### src/rtl/fixed_point_pkg.sv
// Shared definitions for the fixed-point arithmetic blocks.
//
// Contents:
//   sqrt_state_t - control states of the iterative square root
//   calc_wti     - input integer width rounded up to an even count
//   calc_wri     - integer width of the root (half of calc_wti)
//   calc_niter   - number of iterations needed for n bits at bpc bits/cycle
package fixed_point_pkg;

  typedef enum logic [1:0] {
    IDLE = 2'd0,
    CALC = 2'd1,
    DONE = 2'd2
  } sqrt_state_t;

  // The integer part is split into bit pairs, so an odd width needs one
  // extra (always zero) bit on top of the magnitude.
  function automatic int calc_wti(input int wii);
    return wii + (wii % 2);
  endfunction

  function automatic int calc_wri(input int wii);
    return calc_wti(wii) / 2;
  endfunction

  function automatic int calc_niter(input int n, input int bpc);
    return (n + bpc - 1) / bpc;
  endfunction

endpackage

### src/rtl/comb_FixedPointZoom.sv
// Combinational signed fixed-point format converter.
//
// Converts a WII.WIF two's-complement value into WOI.WOF. Integer widths
// include the sign bit. Dropped fraction bits are either truncated (floor)
// or rounded to nearest (ties towards +infinity) when ROUND is non-zero.
// Out-of-range values raise upflow/downflow; when ROOF is non-zero the
// output saturates to the nearest representable value, otherwise it wraps.
//
// Ports:
//   in       [WII+WIF-1:0]  signed input value
//   out      [WOI+WOF-1:0]  signed converted value
//   upflow                  converted value above the largest output value
//   downflow                converted value below the smallest output value
module comb_FixedPointZoom #(
  parameter int WII   = 8,
  parameter int WIF   = 8,
  parameter int WOI   = 8,
  parameter int WOF   = 8,
  parameter int ROOF  = 1,
  parameter int ROUND = 1
) (
  input  logic [WII+WIF-1:0] in,
  output logic [WOI+WOF-1:0] out,
  output logic               upflow,
  output logic               downflow
);

  localparam int WI   = WII + WIF;
  localparam int WO   = WOI + WOF;
  // Two guard bits: one for the rounding carry, one so the range compare
  // never wraps.
  localparam int WX   = ((WII > WOI) ? WII : WOI) + ((WIF > WOF) ? WIF : WOF) + 2;
  localparam int SH   = (WIF > WOF) ? (WIF - WOF) : 0;
  localparam int SHUP = (WOF > WIF) ? (WOF - WIF) : 0;
  localparam int HALF = (SH > 0) ? (SH - 1) : 0;

  logic signed [WX-1:0] ext;
  logic signed [WX-1:0] bias;
  logic signed [WX-1:0] scaled;
  logic signed [WX-1:0] max_v;
  logic signed [WX-1:0] min_v;

  assign ext = {{(WX-WI){in[WI-1]}}, in};

  always_comb begin
    bias = '0;
    if ((ROUND != 0) && (SH > 0)) begin
      bias = WX'(1) <<< HALF;
    end
    if (SH > 0) begin
      scaled = (ext + bias) >>> SH;
    end else begin
      scaled = ext <<< SHUP;
    end
  end

  always_comb begin
    max_v           = '0;
    max_v[WO-2:0]   = '1;
    min_v           = '1;
    min_v[WO-2:0]   = '0;
  end

  assign upflow   = (scaled > max_v);
  assign downflow = (scaled < min_v);

  always_comb begin
    if ((ROOF != 0) && upflow) begin
      out = max_v[WO-1:0];
    end else if ((ROOF != 0) && downflow) begin
      out = min_v[WO-1:0];
    end else begin
      out = scaled[WO-1:0];
    end
  end

endmodule

### src/rtl/iter_fixed_point_sqrt.sv
// Iterative signed fixed-point square root.
//
// Accepts a WII.WIF signed operand, computes floor(sqrt(|in|)) with WIF
// fraction bits by the restoring (digit-by-digit) method, BPC root bits per
// clock, MSB first. A negative operand yields the negated root. The signed
// root (WRI+1).WIF is converted to WOI.WOF by comb_FixedPointZoom.
//
// Handshake: an operand transfers on a rising edge where i_valid && i_ready;
// a result transfers on a rising edge where o_valid && o_ready. i_ready is
// high only in IDLE, o_valid only in DONE; out/upflow/downflow/exact stay
// stable from the moment o_valid rises until the result transfers.
//
// Ports:
//   clk, rstn          clock (rising edge), synchronous active-low reset
//   i_valid, i_ready   operand handshake
//   in                 signed operand, WII+WIF bits
//   o_valid, o_ready   result handshake
//   out                signed result, WOI+WOF bits
//   upflow, downflow   result above/below the output format range
//   exact              remainder zero: root exactly representable
//   state              current control state (observation only)
module iter_fixed_point_sqrt
  import fixed_point_pkg::*;
#(
  parameter int WII   = 8,
  parameter int WIF   = 8,
  parameter int WOI   = 8,
  parameter int WOF   = 8,
  parameter int ROOF  = 1,
  parameter int ROUND = 1,
  parameter int BPC   = 1
) (
  input  logic               clk,
  input  logic               rstn,
  input  logic               i_valid,
  output logic               i_ready,
  input  logic [WII+WIF-1:0] in,
  output logic               o_valid,
  input  logic               o_ready,
  output logic [WOI+WOF-1:0] out,
  output logic               upflow,
  output logic               downflow,
  output logic               exact,
  output sqrt_state_t        state
);

  localparam int WI    = WII + WIF;
  localparam int WTI   = calc_wti(WII);
  localparam int WRI   = calc_wri(WII);
  localparam int N     = WRI + WIF;           // root bits
  localparam int NITER = calc_niter(N, BPC);
  localparam int MW    = WTI + WIF;           // magnitude width
  localparam int SW    = 2 * N;               // square width (= MW + WIF)
  localparam int RW    = N + 1;               // signed root width
  localparam int CW    = (NITER > 1) ? $clog2(NITER) : 1;

  logic              sign_q;
  logic [MW-1:0]     mag_q;
  logic [N-1:0]      root_q;
  logic [SW-1:0]     sq_q;
  logic [CW-1:0]     cnt_q;

  logic [WI-1:0]     mag_in;
  logic [SW-1:0]     mag_al;
  logic [N-1:0]      root_n;
  logic [SW-1:0]     sq_n;
  logic              last_iter;
  logic [RW-1:0]     root_ext;
  logic [RW-1:0]     res;
  logic [WOI+WOF-1:0] z_out;
  logic              z_up;
  logic              z_dn;

  // Two's-complement magnitude; the most negative operand maps onto the
  // unsigned value 2^(WI-1), which still fits in WI bits.
  assign mag_in = in[WI-1] ? (~in + WI'(1)) : in;

  // The root carries WIF fraction bits, so its square carries 2*WIF; the
  // magnitude is shifted up by WIF to compare on the same binary point.
  assign mag_al = SW'(mag_q) << WIF;

  // Restoring step for root bit k: (root + 2^k)^2 = sq + root*2^(k+1) + 2^(2k).
  // Bits below zero only occur in a final partial iteration and are skipped.
  always_comb begin : p_restore
    int              k;
    logic [SW-1:0]   tent;
    root_n = root_q;
    sq_n   = sq_q;
    k      = 0;
    tent   = '0;
    for (int j = 0; j < BPC; j++) begin
      k = N - 1 - int'(cnt_q) * BPC - j;
      if (k >= 0) begin
        tent = sq_n + (SW'(root_n) << (k + 1)) + (SW'(1) << (2 * k));
        if (tent <= mag_al) begin
          root_n = root_n | (N'(1) << k);
          sq_n   = tent;
        end
      end
    end
  end

  assign last_iter = (cnt_q == CW'(NITER - 1));

  // The converter sees the root as it will be after this cycle's update, so
  // the result registers load on the same edge that enters DONE.
  assign root_ext = RW'(root_n);
  assign res      = sign_q ? (~root_ext + RW'(1)) : root_ext;

  comb_FixedPointZoom #(
    .WII   (WRI + 1),
    .WIF   (WIF),
    .WOI   (WOI),
    .WOF   (WOF),
    .ROOF  (ROOF),
    .ROUND (ROUND)
  ) u_zoom (
    .in       (res),
    .out      (z_out),
    .upflow   (z_up),
    .downflow (z_dn)
  );

  always_ff @(posedge clk) begin
    if (!rstn) begin
      state    <= IDLE;
      cnt_q    <= '0;
      sign_q   <= 1'b0;
      mag_q    <= '0;
      root_q   <= '0;
      sq_q     <= '0;
      out      <= '0;
      upflow   <= 1'b0;
      downflow <= 1'b0;
      exact    <= 1'b0;
    end else begin
      case (state)
        IDLE: begin
          if (i_valid) begin
            sign_q <= in[WI-1];
            mag_q  <= MW'(mag_in);
            root_q <= '0;
            sq_q   <= '0;
            cnt_q  <= '0;
            state  <= CALC;
          end
        end
        CALC: begin
          root_q <= root_n;
          sq_q   <= sq_n;
          cnt_q  <= cnt_q + CW'(1);
          if (last_iter) begin
            out      <= z_out;
            upflow   <= z_up;
            downflow <= z_dn;
            exact    <= (sq_n == mag_al);
            state    <= DONE;
          end
        end
        DONE: begin
          if (o_ready) begin
            state <= IDLE;
          end
        end
        default: state <= IDLE;
      endcase
    end
  end

  assign i_ready = (state == IDLE);
  assign o_valid = (state == DONE);

endmodule

### config.mk
export PLATFORM = sky130hd
export DESIGN_NAME = iter_fixed_point_sqrt
export DESIGN_NICKNAME = d
export VERILOG_FILES = /design/src/rtl/fixed_point_pkg.sv /design/src/rtl/comb_FixedPointZoom.sv /design/src/rtl/iter_fixed_point_sqrt.sv
export SDC_FILE = /design/constraint.sdc
export NUM_CORES = 1
export LEC_CHECK = 0
export CAP_MARGIN = 20
export CORE_ASPECT_RATIO = 0.7
export CORE_MARGIN = 5
export CORE_UTILIZATION = 55
export CTS_BUF_LIST = sky130_fd_sc_hd__clkbuf_8
export CTS_CLUSTER_SIZE = 10
export DETAILED_ROUTE_END_ITERATION = 10
export GPL_TIMING_DRIVEN = 0
export PLACE_DENSITY = 0.85
export SETUP_SLACK_MARGIN = 0.1
export SYNTH_ARGS = -nofsm -noshare
export SYNTH_HDL_FRONTEND = slang
export SYNTH_SLANG_ARGS = --single-unit
export TNS_END_PERCENT = 50
### constraint.sdc
create_clock -name clk -period 10.24 [get_ports clk]
set_input_delay 1.536 -clock clk [delete_from_list [all_inputs] [get_ports clk]]
set_output_delay 1.536 -clock clk [all_outputs]
set_load 0.03 [all_outputs]
==> results.yml, run 1 <==
critical_path:
  arrival_ns: 9.79
  critPathTopFamily: "compound AO/OA/AOI/OAI gates"
  cp_slowest_stage_delay_ns: 0.56
  r2r_start: "cnt_q[1]$_SDFFE_PN0P_"
  worstSetupStartpointType: "register"
  cp.buffers_inverters: 9
  worst-setup-path-type: "register to register"
  cpMostUsedCell: "sky130_fd_sc_hd__ha_1"
  max_stage_delay_cell_worst_path: "sky130_fd_sc_hd__or4_4"
  worst-r2r-setup-slack_ns: 0.71
  timing.reg2reg.worst_path_depth: 38
  r2r-end: "out[10]$_SDFFE_PN0P_"
  crit_required_ns: 10.50
  cp_max_fo: 10
  setup.worst_path.end_class: "register"
layout:
  mostFrequentLayoutCells: "sky130_fd_sc_hd__nand2_1, sky130_fd_sc_hd__dfxtp_1, sky130_fd_sc_hd__nor2_1"
  register_area_sq_mm: 0.00146
  antenna_cells: 0
  final_design_area_no_fill_sq_mm: 0.00791
  drive_gt1_share_pct: 5.63
  syn2layout_area_growth_pct: 11.7
  multi_input_area_sq_mm: 0.00518
  num-nets-final: 1078
  final_common_cell: "sky130_fd_sc_hd__nand2_1"
  final.fill_count: 1125
floorplanning:
  floorplan.die.height_microns: 105
  placeableCoreArea_sq_mm: 0.0125
  die_x_microns: 146
  initial_utilization_pct: 56.6
  fp.dieArea_sq_mm: 0.0153
  pin_count: 43
  std_cell_rows: 34
clocking:
  ctsHoldBuffers: 0
  cts_inserted_buffers: 9
  clk_lat_worst_skew_ns: 0.37
  cts-root-to-sink-buffers: 2
  htreeDepth: 3
  clkSinkCount: 73
  cts_root_buf: "sky130_fd_sc_hd__clkbuf_8"
  clk_transition_reported_paths_ns: 0.10
  tritoncts_clock_tree: "yes"
  post-cts-setup-buffers: 0
placement:
  portBuffers: 40
  hpwlAfterDp_microns: 17100
  placed_area_sq_mm: 0.00769
  gpl.final_weighted_congestion: 0.974
  preCtsSetupSlack_ns: 0.453
timing:
  rsz0062_at_grt: "no"
  worst_clock_skew_ns: 0.0214
  final.period_utilization_pct: 93.1
  relSlewSlack_pct: 35.7
  achievable-frequency_ghz: 0.105
  worst-slew-pin-transition_ns: 0.958
  final-max-slew-violation-count: 0
  totalNegativeSetupSlack_ns: 0
  final.hold.worst_slack_ns: 0.465
  fin_ws_ns: 0.712
  finalCriticalPeriod_ns: 9.53
  finalSetupViolations: 0
  hold_viol_final: 0
hold_path:
  min_path_cells: 2
  hold_class: "register to register"
  hold_path_startpoint: "out[8]$_SDFFE_PN0P_"
  timing.hold.worst_endpoint: "out[8]$_SDFFE_PN0P_"
route:
  total_via_count_after_detailed_routing: 7277
  drt_first_pass_iters: 6
  drc: 0
  drt-wirelength-per-cell_microns: 18.7
  ant_nets: 0
  finalWirelength_microns: 21600
  drt-vias-per-instance: 6.29
  detail_route.iter0.violations: 856
grt:
  globalRouteOverflowTotal: 0
  grt_pass1_vias: 6577
  grt_first_pass_wirelength_microns: 34200
  grt_antenna_before_repair: 1
  grt_util_all_layers_pct: 27.3
  largest_net_degree_at_the_start_of_global_routing: 16
synthesis:
  synth_seq_area_share_pct: 20.6
  synth_area_sq_mm: 0.00708
  syn-instance-count: 937
  synth_async_sr_flop_share_pct: 0
  ys.flop_type: "sky130_fd_sc_hd__dfxtp_1"
  synthDistinctLibCells: 72
  number_of_flip_flops_and_latches_in_the_synthesized_netlist: 73
  postSynthAreaPerCell_sq_um: 7.56
  synth_edf_count: 0
  warnings_from_yosys: 0
power:
  net_switching_share_of_the_total_power_pct: 38.7
  p_per_area_mw_per_mm2: 109
  clockPowerShare_pct: 29.3
  power.ir.vdd_worst_mv: 0.0822
  p_int_mw: 0.527
  seqPwrFrac_pct: 35.6
  comb_power_share_pct: 35.1
  power_mw: 0.860
  total_leakage_power_nw: 3.38
  reported_net_switching_power_mw: 0.333
outcome:
  run_status: "complete, no violations"
run:
  cap_viol_max_count: 0
## repair_timing
action / 4_1_cts / 5_1_grt
hold endpoints to repair: 0 / 0
resized for setup: 0 / 4
endpoints found under the setup margin: 0 / 4
## per-layer routing
metal  global-route usage (%)  routed length (microns)  vias up
met1                     41.0                     9920     3438
met5                        0                       20        -
met3                     7.96                     2500       54
met4                     7.06                      413        2
met2                     37.8                     8760      382
li1                         -                        -     3401
## power groups by stage
stage          clock, mW  sequential (mW)  combinational, mW
2_1_floorplan          0            0.307              0.216
3_3_place_gp           0            0.311              0.284
3_5_place_dp           0            0.312              0.291
4_1_cts            0.251            0.305              0.293
5_1_grt            0.264            0.307              0.327
6_report           0.252            0.306              0.302
## synth_stat cells, types with 7 or more instances
cell type | instances | area [sq um]
sky130_fd_sc_hd__a21o_1 | 7 | 52.6
sky130_fd_sc_hd__o211a_1 | 12 | 120
sky130_fd_sc_hd__a31oi_1 | 7 | 43.8
sky130_fd_sc_hd__nor4_1 | 11 | 68.8
sky130_fd_sc_hd__ha_1 | 56 | 701
sky130_fd_sc_hd__clkbuf_1 | 39 | 146
sky130_fd_sc_hd__nand4_1 | 7 | 43.8
sky130_fd_sc_hd__nand3_1 | 49 | 245
sky130_fd_sc_hd__o31ai_1 | 8 | 60.1
sky130_fd_sc_hd__or3_1 | 9 | 56.3
sky130_fd_sc_hd__and2_1 | 19 | 119
sky130_fd_sc_hd__xnor2_1 | 37 | 324
sky130_fd_sc_hd__o21ai_0 | 51 | 255
sky130_fd_sc_hd__inv_1 | 52 | 195
sky130_fd_sc_hd__nor2_1 | 71 | 267
sky130_fd_sc_hd__nor2b_1 | 18 | 113
sky130_fd_sc_hd__a21oi_1 | 60 | 300
sky130_fd_sc_hd__dfxtp_1 | 73 | 1460
sky130_fd_sc_hd__buf_2 | 7 | 35.0
sky130_fd_sc_hd__nand2b_1 | 12 | 75.1
sky130_fd_sc_hd__nor3b_1 | 9 | 67.6
sky130_fd_sc_hd__xor2_1 | 34 | 298
sky130_fd_sc_hd__nor3_1 | 14 | 70.1
sky130_fd_sc_hd__a21boi_0 | 31 | 233
sky130_fd_sc_hd__mux2i_1 | 11 | 110
sky130_fd_sc_hd__nand2_1 | 112 | 420
sky130_fd_sc_hd__fa_1 | 13 | 260
## worst max-delay path by stage
stage	from	to	slack [ns]	cells after the start
floorplan	cnt_q[0]$_SDFFE_PN0P_	out[10]$_SDFFE_PN0P_	2.48	38
finish	cnt_q[1]$_SDFFE_PN0P_	out[10]$_SDFFE_PN0P_	0.71	38
global placement	cnt_q[1]$_SDFFE_PN0P_	out[10]$_SDFFE_PN0P_	0.65	38
detailed placement	cnt_q[1]$_SDFFE_PN0P_	out[10]$_SDFFE_PN0P_	0.45	38
CTS	cnt_q[1]$_SDFFE_PN0P_	out[10]$_SDFFE_PN0P_	0.43	38
global route	cnt_q[1]$_SDFFE_PN0P_	out[10]$_SDFFE_PN0P_	0.21	38
## worst min-delay path: stages (launching register included)
cell                       delay (ns)
sky130_fd_sc_hd__dfxtp_1         0.32
sky130_fd_sc_hd__nand2_1         0.06
sky130_fd_sc_hd__a21boi_1        0.05
## state kept, by name, summed over array words and instances (netlist names)
register / cells
sign_q: 1
mag_q: 16
cnt_q: 4
sq_q: 24
state: 2
exact: 1
root_q: 12
out: 13
## cell families (layout without fill, tap and decap cells)
logic type | count (synthesis) | in the layout | share of synthesized area (%)
xor+xnor | 72 | 72 | 9.10
fa+ha+maj | 69 | 69 | 13.6
flops | 73 | 73 | 20.6
compound gates | 246 | 246 | 23.2
buf+inv | 108 | 164 | 6.49
mux | 17 | 17 | 2.67
other cells | 1 | 2 | 0.0530
simple gates | 351 | 351 | 24.3
## cell type report
cell class	instances	area share, %
tap	162	2.56
clock inverter	7	1.06
timing repair buffer	40	5.06
multi-input combinational	757	65.4
buffer	56	3.35
clock buffer	9	1.57
inverter	52	2.47
sequential	73	18.5
## metrics by stage
stage	utilization, %	std cells
after CTS	63.1	1156
after global routing	63.2	1156
final	63.2	1156
after detailed placement	61.5	1140
after floorplan	-	938
after global placement	61.5	1140
Note: power is estimated with default switching activity, not from simulation.
==> run 2, diff against run 1 <==
Settings changed: REMOVE_ABC_BUFFERS set to 1.
==> run 2 against run 1 <==
  * Total power increased by 0.65%
  * Sequential cell count unchanged
  * Final cell count decreased by 4.4%
  * Die area unchanged
  * Sequential share of layout area increased by 0.36 points
  * Critical path depth decreased by 5
  * Core utilization decreased by 1.2 points
  * Largest power group unchanged
  * Highest routed layer is now met4
==> results.yml, run 2 (same netlist as run 1, synthesis figures left out) <==
layout:
  mostFrequentLayoutCells: "sky130_fd_sc_hd__nand2_1, sky130_fd_sc_hd__dfxtp_1, sky130_fd_sc_hd__nor2_1"
  registers.top_by_ff_count: "sq_q"
  syn2layout_area_growth_pct: 9.69
  multi_input_area_sq_mm: 0.00519
  num-nets-final: 1027
  final_common_cell: "sky130_fd_sc_hd__nand2_1"
  largest_reg_flops: 24
  final.fill_count: 1117
  register_area_sq_mm: 0.00146
  final_design_area_no_fill_sq_mm: 0.00776
  antenna_cells: 0
  reg_top3: "sq_q: 24 flops, mag_q: 16 flops, out: 13 flops"
  drive_gt1_share_pct: 5.30
power:
  p_per_area_mw_per_mm2: 111
  power.ir.vdd_worst_mv: 0.109
  total_leakage_power_nw: 3.30
clocking:
  post-cts-setup-buffers: 0
  clk_transition_reported_paths_ns: 0.09
  cts-root-to-sink-buffers: 2
  cts_inserted_buffers: 9
  htreeDepth: 3
  cts_root_buf: "sky130_fd_sc_hd__clkbuf_8"
  clk_lat_worst_skew_ns: 0.37
  tritoncts_clock_tree: "yes"
  clkSinkCount: 73
grt:
  grt_pass1_vias: 6005
  busiest_layer: "met1"
  met3_routing_resource_usage_after_global_routing_pct: 5.06
  grt_util_all_layers_pct: 24.6
  groute.layer.met2.usage_pct: 35.4
  globalRouteOverflowTotal: 0
  grt.met1_usage_pct: 37.8
  grt_first_pass_wirelength_microns: 31200
  grt_antenna_before_repair: 0
  largest_net_degree_at_the_start_of_global_routing: 48
run:
  cap_viol_max_count: 0
floorplanning:
  std_cell_rows: 34
  initial_utilization_pct: 56.6
  die_x_microns: 146
  pin_count: 43
  fp.dieArea_sq_mm: 0.0153
  floorplan.die.height_microns: 105
  placeableCoreArea_sq_mm: 0.0125
outcome:
  run_status: "complete, no violations"
timing:
  final.period_utilization_pct: 91.7
  totalNegativeSetupSlack_ns: 0
  finalCriticalPeriod_ns: 9.39
  achievable-frequency_ghz: 0.107
  worst_clock_skew_ns: 0.00991
  finalSetupViolations: 0
  worst-slew-pin-transition_ns: 1.11
  relSlewSlack_pct: 25.6
  hold_viol_final: 0
  rsz0062_at_grt: "no"
  final-max-slew-violation-count: 0
route:
  detail_route.iter0.violations: 704
  finalWirelength_microns: 19500
  drc: 0
  total_via_count_after_detailed_routing: 6737
  ant_nets: 0
  drt-vias-per-instance: 6.10
  drt-wirelength-per-cell_microns: 17.6
  drt_first_pass_iters: 5
hold_path:
  hold_class: "register to register"
critical_path:
  cp_max_fo: 27
  cpMostUsedCell: "sky130_fd_sc_hd__a21oi_1"
  worst-setup-path-type: "register to register"
  max_stage_delay_cell_worst_path: "sky130_fd_sc_hd__dfxtp_2"
  setup.worst_path.end_class: "register"
  arrival_ns: 9.64
  worst-r2r-setup-slack_ns: 0.85
  crit_required_ns: 10.49
  worstSetupStartpointType: "register"
  cp_slowest_stage_delay_ns: 0.72
placement:
  portBuffers: 40
  gpl.final_weighted_congestion: 0.997
  hpwlAfterDp_microns: 14700
  placed_area_sq_mm: 0.00748
## run 2: through the flow
step	hold slack [ns]	util [%]	setup slack [ns]	total power, mW	cells
floorplan	0.465	-	2.15	0.499	882
global placement	0.446	59.3	0.409	0.573	1084
detailed placement	0.455	59.8	0.364	0.580	1088
CTS	0.465	61.7	0.271	0.854	1104
global route	0.486	62.1	0.238	0.906	1105
finish	0.464	62.1	0.852	0.866	1105
## run 2: power breakdown
part / internal, mW / switching, mW
combinational: 0.108 / 0.173
clock: 0.148 / 0.128
sequential: 0.293 / 0.0154
## run 2: critical path, delay by kind of cell (launching register included)
family                     cells  cell delay (ns)
muxes                          1             0.24
AOI/OAI and AO/OA             13             3.29
DFF                            1             0.72
buffers and inverters          2             0.39
xor gates and xnor gates       2             0.48
adders and majority gates      5             2.16
and+or+nand+nor               10             1.97
## run 2: final timing paths
check	start	endpoint	cells past startpoint
setup / recovery	cnt_q[0]$_SDFFE_PN0P_	out[10]$_SDFFE_PN0P_	33
hold / removal	out[11]$_SDFFE_PN0P_	out[11]$_SDFFE_PN0P_	2
setup reg to reg	cnt_q[0]$_SDFFE_PN0P_	out[10]$_SDFFE_PN0P_	33
hold reg to reg	out[11]$_SDFFE_PN0P_	out[11]$_SDFFE_PN0P_	2
## run 2: timing repair
| item | in CTS | in global routing |
|---|---|---|
| setup endpoints to repair | 0 | 5 |
| hold buffers | 0 | 0 |
| gates resized for setup | 0 | 5 |
| endpoints found under the hold margin | 0 | 0 |
## run 2: final cells by class
| type | count | share of cell area (%) |
|---|---|---|
| sequential | 73 | 18.8 |
| inverter | 52 | 2.51 |
| clock buffer | 10 | 1.77 |
| multi-input combinational | 757 | 66.9 |
| tap | 162 | 2.61 |
| clock inverter | 6 | 1.26 |
| timing repair buffer | 45 | 6.16 |
## run 2: per-layer routing
layer,wire length (microns),part of all wire [%]
met5,0,0
met1,9350,48
met2,7740,40
met3,2070,11
met4,315,1.6
